### config.mk
export PLATFORM = sky130hd
export DESIGN_NAME = phys_free_list_flat
export DESIGN_NICKNAME = d
export VERILOG_FILES = /design/src/rtl/phys_free_list_if.sv /design/src/rtl/phys_free_list.sv /design/src/flat_wrapper.sv
export SDC_FILE = /design/constraint.sdc
export NUM_CORES = 1
export LEC_CHECK = 0
export CAP_MARGIN = 40
export CORE_ASPECT_RATIO = 0.8
export CORE_MARGIN = 2
export CORE_UTILIZATION = 30
export DETAILED_ROUTE_END_ITERATION = 16
export SLEW_MARGIN = 30
export SYNTH_ARGS = -nofsm -noshare
export SYNTH_HDL_FRONTEND = slang
export SYNTH_SLANG_ARGS = --single-unit
### constraint.sdc
create_clock -name CLK -period 2.7 [get_ports CLK]
set_clock_uncertainty 0.05 [all_clocks]
set_input_delay 0.54 -clock CLK [delete_from_list [all_inputs] [get_ports CLK]]
set_output_delay 0.54 -clock CLK [all_outputs]
set_load 0.02 [all_outputs]
### src/rtl/phys_free_list_if.sv
// phys_free_list_if
//   Bundles the rename/commit side of the physical register free list.
//   master : rename + commit logic (drives requests, frees, commits, flush)
//   slave  : phys_free_list (returns grant, register number and status)
//
//   Handshake: Alloc_req/Alloc_grant is a same-cycle valid/ready pair.
//   Rename raises Alloc_req when it needs a destination. The list answers
//   combinationally with Alloc_grant, and Alloc_preg carries the register.
//   A transfer happens on a rising edge where both are high. Alloc_preg is
//   meaningful only when Alloc_grant is high. Free_valid, Commit_alloc and
//   Flush are fire-and-forget strobes that are always accepted. A Free_valid
//   arriving while the list is full is dropped and recorded in Overflow.
//
//   Signals:
//     Alloc_req    m->s  rename needs a destination register this cycle
//     Alloc_grant  s->m  allocation accepted this cycle
//     Alloc_preg   s->m  register at the speculative head
//     Free_valid   m->s  commit returns a register
//     Free_preg    m->s  register being returned
//     Commit_alloc m->s  oldest speculative allocation becomes committed
//     Flush        m->s  discard all speculative allocations
//     Empty        s->m  no speculatively free registers left
//     Free_count   s->m  speculatively free register count
//     Overflow     s->m  sticky: a free arrived while the list was full
interface phys_free_list_if #(
  parameter int NUM_ARCH_REGS = 35,
  parameter int NUM_PHYS_REGS = 64
);
  localparam int LOG_PHYS = $clog2(NUM_PHYS_REGS);
  localparam int DEPTH    = NUM_PHYS_REGS - NUM_ARCH_REGS;
  localparam int CNT_W    = $clog2(DEPTH + 1);

  logic                Alloc_req;
  logic                Alloc_grant;
  logic [LOG_PHYS-1:0] Alloc_preg;
  logic                Free_valid;
  logic [LOG_PHYS-1:0] Free_preg;
  logic                Commit_alloc;
  logic                Flush;
  logic                Empty;
  logic [CNT_W-1:0]    Free_count;
  logic                Overflow;

  modport master (
    output Alloc_req, Free_valid, Free_preg, Commit_alloc, Flush,
    input  Alloc_grant, Alloc_preg, Empty, Free_count, Overflow
  );

  modport slave (
    input  Alloc_req, Free_valid, Free_preg, Commit_alloc, Flush,
    output Alloc_grant, Alloc_preg, Empty, Free_count, Overflow
  );
endinterface

### src/rtl/phys_free_list.sv
// phys_free_list
//   Circular free list of physical register numbers for the rename stage.
//   It offers the register at the speculative head every cycle. Commit
//   returns registers at the tail. A second, committed head pointer marks
//   how far allocation has become non-speculative, so a flush can rewind
//   the speculative head in a single cycle.
//
//   Ports:
//     CLK    clock, all state updates on the rising edge
//     RESET  synchronous, active-low; wins over every other input
//     fl     phys_free_list_if.slave (alloc / free / commit / flush / status)
//
//   The list holds DEPTH = NUM_PHYS_REGS - NUM_ARCH_REGS entries. DEPTH need
//   not be a power of two, so every pointer wraps explicitly at DEPTH-1.
module phys_free_list #(
  parameter int NUM_ARCH_REGS = 35,
  parameter int NUM_PHYS_REGS = 64
) (
  input logic             CLK,
  input logic             RESET,
  phys_free_list_if.slave fl
);
  localparam int LOG_PHYS = $clog2(NUM_PHYS_REGS);
  localparam int DEPTH    = NUM_PHYS_REGS - NUM_ARCH_REGS;
  localparam int PTR_W    = (DEPTH > 1) ? $clog2(DEPTH) : 1;
  localparam int CNT_W    = $clog2(DEPTH + 1);

  localparam logic [PTR_W-1:0] LAST_IDX = PTR_W'(DEPTH - 1);
  localparam logic [CNT_W-1:0] FULL_CNT = CNT_W'(DEPTH);
  localparam logic [PTR_W-1:0] PTR_ONE  = PTR_W'(1);
  localparam logic [CNT_W-1:0] CNT_ONE  = CNT_W'(1);

  // Storage and pointers
  logic [LOG_PHYS-1:0] entry_q [DEPTH];
  logic [PTR_W-1:0]    spec_head_q, commit_head_q, tail_q;
  logic [CNT_W-1:0]    spec_count_q, commit_count_q;
  logic                overflow_q;

  // Next-state values
  logic [PTR_W-1:0]    spec_head_d, commit_head_d, tail_d;
  logic [CNT_W-1:0]    spec_count_d, commit_count_d;
  logic                overflow_d;
  logic                grant;
  logic                free_ok;

  function automatic logic [PTR_W-1:0] ptr_inc(input logic [PTR_W-1:0] p);
    return (p == LAST_IDX) ? '0 : p + PTR_ONE;
  endfunction

  always_comb begin
    // A free never feeds a same-cycle allocation. The grant looks only at
    // the registered count, and a flush cycle never grants because the head
    // is being rewound.
    grant   = fl.Alloc_req & (spec_count_q != '0) & ~fl.Flush;
    // Fullness is judged on the committed count. Registers that were
    // allocated speculatively still occupy their slots until they commit.
    free_ok = fl.Free_valid & (commit_count_q != FULL_CNT);

    commit_head_d  = commit_head_q;
    commit_count_d = commit_count_q;
    tail_d         = tail_q;
    overflow_d     = overflow_q;

    if (free_ok) begin
      tail_d         = ptr_inc(tail_q);
      commit_count_d = commit_count_d + CNT_ONE;
    end else if (fl.Free_valid) begin
      overflow_d = 1'b1;
    end

    // Commit_alloc with commit_count == 0 is a producer error and is not
    // guarded here.
    if (fl.Commit_alloc) begin
      commit_head_d  = ptr_inc(commit_head_q);
      commit_count_d = commit_count_d - CNT_ONE;
    end

    spec_head_d  = spec_head_q;
    spec_count_d = spec_count_q;
    if (fl.Flush) begin
      // Rewind to the committed view. Same-cycle frees and commits are
      // folded in through the *_d values.
      spec_head_d  = commit_head_d;
      spec_count_d = commit_count_d;
    end else begin
      if (grant) begin
        spec_head_d  = ptr_inc(spec_head_q);
        spec_count_d = spec_count_d - CNT_ONE;
      end
      if (free_ok) begin
        spec_count_d = spec_count_d + CNT_ONE;
      end
    end
  end

  always_ff @(posedge CLK) begin
    if (!RESET) begin
      spec_head_q    <= '0;
      commit_head_q  <= '0;
      tail_q         <= '0;
      spec_count_q   <= FULL_CNT;
      commit_count_q <= FULL_CNT;
      overflow_q     <= 1'b0;
    end else begin
      spec_head_q    <= spec_head_d;
      commit_head_q  <= commit_head_d;
      tail_q         <= tail_d;
      spec_count_q   <= spec_count_d;
      commit_count_q <= commit_count_d;
      overflow_q     <= overflow_d;
    end
  end

  // Registers beyond the architectural set start out free, in ascending order.
  always_ff @(posedge CLK) begin
    if (!RESET) begin
      for (int i = 0; i < DEPTH; i++) begin
        entry_q[i] <= LOG_PHYS'(NUM_ARCH_REGS + i);
      end
    end else if (free_ok) begin
      entry_q[tail_q] <= fl.Free_preg;
    end
  end

  assign fl.Alloc_grant = grant;
  assign fl.Alloc_preg  = entry_q[spec_head_q];
  assign fl.Empty       = (spec_count_q == '0);
  assign fl.Free_count  = spec_count_q;
  assign fl.Overflow    = overflow_q;

endmodule

### src/flat_wrapper.sv
// flat-port wrapper written by rule: the top's interface ports become plain ports
module phys_free_list_flat 
#(
  parameter int NUM_ARCH_REGS = 35,
  parameter int NUM_PHYS_REGS = 64
)
  (CLK, RESET, fl_Alloc_req, fl_Free_valid, fl_Free_preg, fl_Commit_alloc, fl_Flush, fl_Alloc_grant, fl_Alloc_preg, fl_Empty, fl_Free_count, fl_Overflow);
  phys_free_list_if #(.NUM_ARCH_REGS(NUM_ARCH_REGS), .NUM_PHYS_REGS(NUM_PHYS_REGS)) fl_i ();
  input logic CLK;
  input logic RESET;
  input wire logic [$bits(fl_i.Alloc_req)-1:0] fl_Alloc_req;
  input wire logic [$bits(fl_i.Free_valid)-1:0] fl_Free_valid;
  input wire logic [$bits(fl_i.Free_preg)-1:0] fl_Free_preg;
  input wire logic [$bits(fl_i.Commit_alloc)-1:0] fl_Commit_alloc;
  input wire logic [$bits(fl_i.Flush)-1:0] fl_Flush;
  output wire logic [$bits(fl_i.Alloc_grant)-1:0] fl_Alloc_grant;
  output wire logic [$bits(fl_i.Alloc_preg)-1:0] fl_Alloc_preg;
  output wire logic [$bits(fl_i.Empty)-1:0] fl_Empty;
  output wire logic [$bits(fl_i.Free_count)-1:0] fl_Free_count;
  output wire logic [$bits(fl_i.Overflow)-1:0] fl_Overflow;
  assign fl_i.Alloc_req = fl_Alloc_req;
  assign fl_i.Free_valid = fl_Free_valid;
  assign fl_i.Free_preg = fl_Free_preg;
  assign fl_i.Commit_alloc = fl_Commit_alloc;
  assign fl_i.Flush = fl_Flush;
  assign fl_Alloc_grant = fl_i.Alloc_grant;
  assign fl_Alloc_preg = fl_i.Alloc_preg;
  assign fl_Empty = fl_i.Empty;
  assign fl_Free_count = fl_i.Free_count;
  assign fl_Overflow = fl_i.Overflow;
  phys_free_list #(.NUM_ARCH_REGS(NUM_ARCH_REGS), .NUM_PHYS_REGS(NUM_PHYS_REGS)) u_core (.CLK(CLK), .RESET(RESET), .fl(fl_i));
endmodule
==> results.toml <==
[status]
run_status = "finished, violations left"
violations = "setup timing"

[yosys]
synth_cell_types = 53
synth-simple-area-share = 0.1435
postSynthCellCount = 777
synth_warnings = 0
async_reset_ff_frac = 0
ys_seq_area_frac = 0.6080
synth_fa_ha_area_frac = 0.01429
syn-num-nets = 801
synth_mux_area_frac = 0.1379
synth_top_family_by_area = "simple AND/OR/NAND/NOR gates"
avgSynthCellArea_um2 = 13.52
synth_top_area_frac = 0.5489
yosys_register_bits = 223
synth_top_cells_by_area = "edfxtp_1, mux4_2, dfxtp_1"
synth-edff-count = 192
synth-xor-area-share = 0.01334
synth_compound_area_frac = 0.04598
synthFlopType = "edfxtp_1"
synth_area_um2 = 10500
yosysTopAreaCell = "edfxtp_1"

[routing]
routedWlPerCell_um = 20.03
antenna_left = 0
drt_first_pass_iters = 5
vias = 6880
drc = 0
via_per_inst = 5.127
wl_mm = 26.88
drt_iter0_markers = 814

[setup_path]
crit_path_start_kind = "register"
worst-path-buf-inv = 4
slowest_stage = "mux4_2"
required_ps = 2110
worst_path_most_repeated_cell = "buf_6"
endpoint_kind = "output port"
critPathKind = "register to output port"
critPathArrivalTime_ps = 2690
path_max_fanout = 6
r2r_start = "u_core.commit_count_q[1]"
crit_family = "multiplexers"
worstPathCellList = "buf_6 > buf_6 > buf_12 > mux4_2 > mux4_2 > mux2_4 > buf_6"
slowest_delay_ps = 520

[global_routing]
antenna_found_initial = 0
track_usage = 0.1502
grt-ovfl-total = 0
grt_pass1_wl_mm = 41.23
grt_max_degree = 46
grt_pass1_vias = 6443

[placed_design]
dp_hpwl_mm = 18.05
dp_slack_ps = -340.8
port_buffers = 25
dp_cells = 1289
place_congestion = 0.8409

[clock_tree]
clk_latency_ps = 530
cts-root-buf = "clkbuf_16"
max-clock-path-buffers = 3
cts_tree = "done"
clkTransAtPathRegs_ps = 70
htreeDepth = 1
cts_sinks = 223
cts_buffers = 25
cts_hold_buf = 0

[timing]
fmax_mhz = 304.7
hold_violations = 0
worstMarginPinSlew_ps = 635.8
drv_slew = 0
relSlewSlack = 0.5751
post-route-period-util = 1.215
min_period_ps = 3282
rsz0062_at_grt = "yes"
fin_ws_ps = -581.8
setup_viol = 6

[worst_hold_path]
hp-class = "register to register"
hold_path_startpoint = "u_core.fl.Overflow"

[floorplan]
io_pins = 26
initial_core_util = 0.3031
dieArea_um2 = 36530
core_area_um2 = 34650
die_w_um = 213.2
rows = 61
die_y_um = 171.4

[pwr]
irDropWorstVdd_v = 0.0005105
leakage_nw = 3.817
power_mw = 8.905
power_density_nw_per_um2 = 697.4

[cells_and_area]
fin_cells = 1342
final_util = 0.3685
diodes = 0
drive_gt1_frac = 0.2437
final_nets = 876
syn2layout_area_growth_pct = 21.56

[job]
cap_violations = 0
==> final timing paths <==
kind	slack [ps]	cells past startpoint	to
max	-580	7	fl_Alloc_preg[3]
max reg2reg	230	10	u_core.commit_count_q[4]
min	450	1	u_core.fl.Overflow
min reg2reg	450	1	u_core.fl.Overflow
==> layer usage <==
metal | GRT usage | vias to the layer above | part of all wire
met5 | 0 | - | 0
met4 | 0.03563 | 0 | 0.015
met3 | 0.02465 | 26 | 0.089
met2 | 0.2110 | 294 | 0.42
met1 | 0.2384 | 3466 | 0.48
li1 | - | 3094 | -
==> cell usage in the layout, fill, tap and decap left out, types with 3 or more instances in the layout <==
cell and instances:
edfxtp_1 192, or3_1 75, buf_4 75, mux4_2 60
nand2_1 57, nor2_1 47, nor3_1 37, and2_1 36
o21ai_0 34, dfxtp_1 29, clkbuf_16 26, inv_1 19
clkdlybuf4s50_1 17, a21oi_1 15, buf_12 13, nand3_1 12
ha_1 12, xnor2_1 11, nand4_1 9, buf_6 8
mux2_4 6, clkinv_1 6, clkbuf_1 6, xor2_1 5
a31oi_1 5, nand3b_1 4, clkinv_2 4, mux2i_1 3
buf_16 3
==> kinds of logic (layout without fill, tap and decap cells) <==
logic type | Yosys count | count (layout)
AOI/OAI and AO/OA | 77 | 77
xor gates and xnor gates | 16 | 16
adders and majority gates | 12 | 12
buffers and inverters | 91 | 184
DFF | 223 | 223
muxes | 69 | 69
and+or+nand+nor | 289 | 289
==> final cells by class <==
cell class	count	area (um2)
clock buffers	33	686.9
fillers	3270	21880
flip-flops and latches	223	6391
inverters	21	91.34
repair buffers	118	1176
multi-input cells	463	3756
clock inverters	12	76.32
well taps	472	590.6
==> state kept, by name, summed over array words and instances (netlist names), named ones only <==
signal and count:
u_core.entry_q 192, u_core.commit_count_q 5, u_core.commit_head_q 5, u_core.fl.Free_count 5, u_core.spec_head_q 5, u_core.tail_q 5
u_core.fl.Overflow 1
==> power breakdown <==
group	total (mW)	internal (mW)	switching [mW]
clock	3.19	1.80	1.39
sequential	4.00	3.88	0.124
combinational	1.72	0.836	0.883
total	8.91	6.51	2.39
==> repair_timing <==
item | 4_1_cts | 5_1_grt
gates resized for setup | 52 | 3
hold endpoints to repair | 0 | 0
cloned | 4 | 0
setup buffers | 5 | 0
setup endpoints to repair | 8 | 8
==> cell usage after synthesis (5+ instances only) <==
| master | count |
|---|---|
| nor3_1 | 37 |
| xor2_1 | 5 |
| edfxtp_1 | 192 |
| clkbuf_1 | 59 |
| nand4_1 | 9 |
| nand2_1 | 57 |
| a21oi_1 | 15 |
| dfxtp_1 | 31 |
| inv_1 | 19 |
| o21ai_0 | 34 |
| or3_1 | 75 |
| nand3_1 | 12 |
| mux2_2 | 6 |
| a31oi_1 | 5 |
| ha_1 | 12 |
| xnor2_1 | 11 |
| nor2_1 | 47 |
| mux4_2 | 60 |
| and2_1 | 36 |
==> stage by stage <==
| stage | area [um2] | TNS, ps | hold slack [ps] |
|---|---|---|---|
| 5_1_grt | 12770 | -3704 | 489.9 |
| 3_5_place_dp | 11820 | -1949 | 458.3 |
| 6_report | 12770 | -3340 | 451.0 |
| 2_1_floorplan | 10510 | 0 | 409.7 |
| 4_1_cts | 12800 | -3478 | 472.9 |
| 3_3_place_gp | 11820 | -1841 | 401.2 |
(Power assumes the default switching activity.)
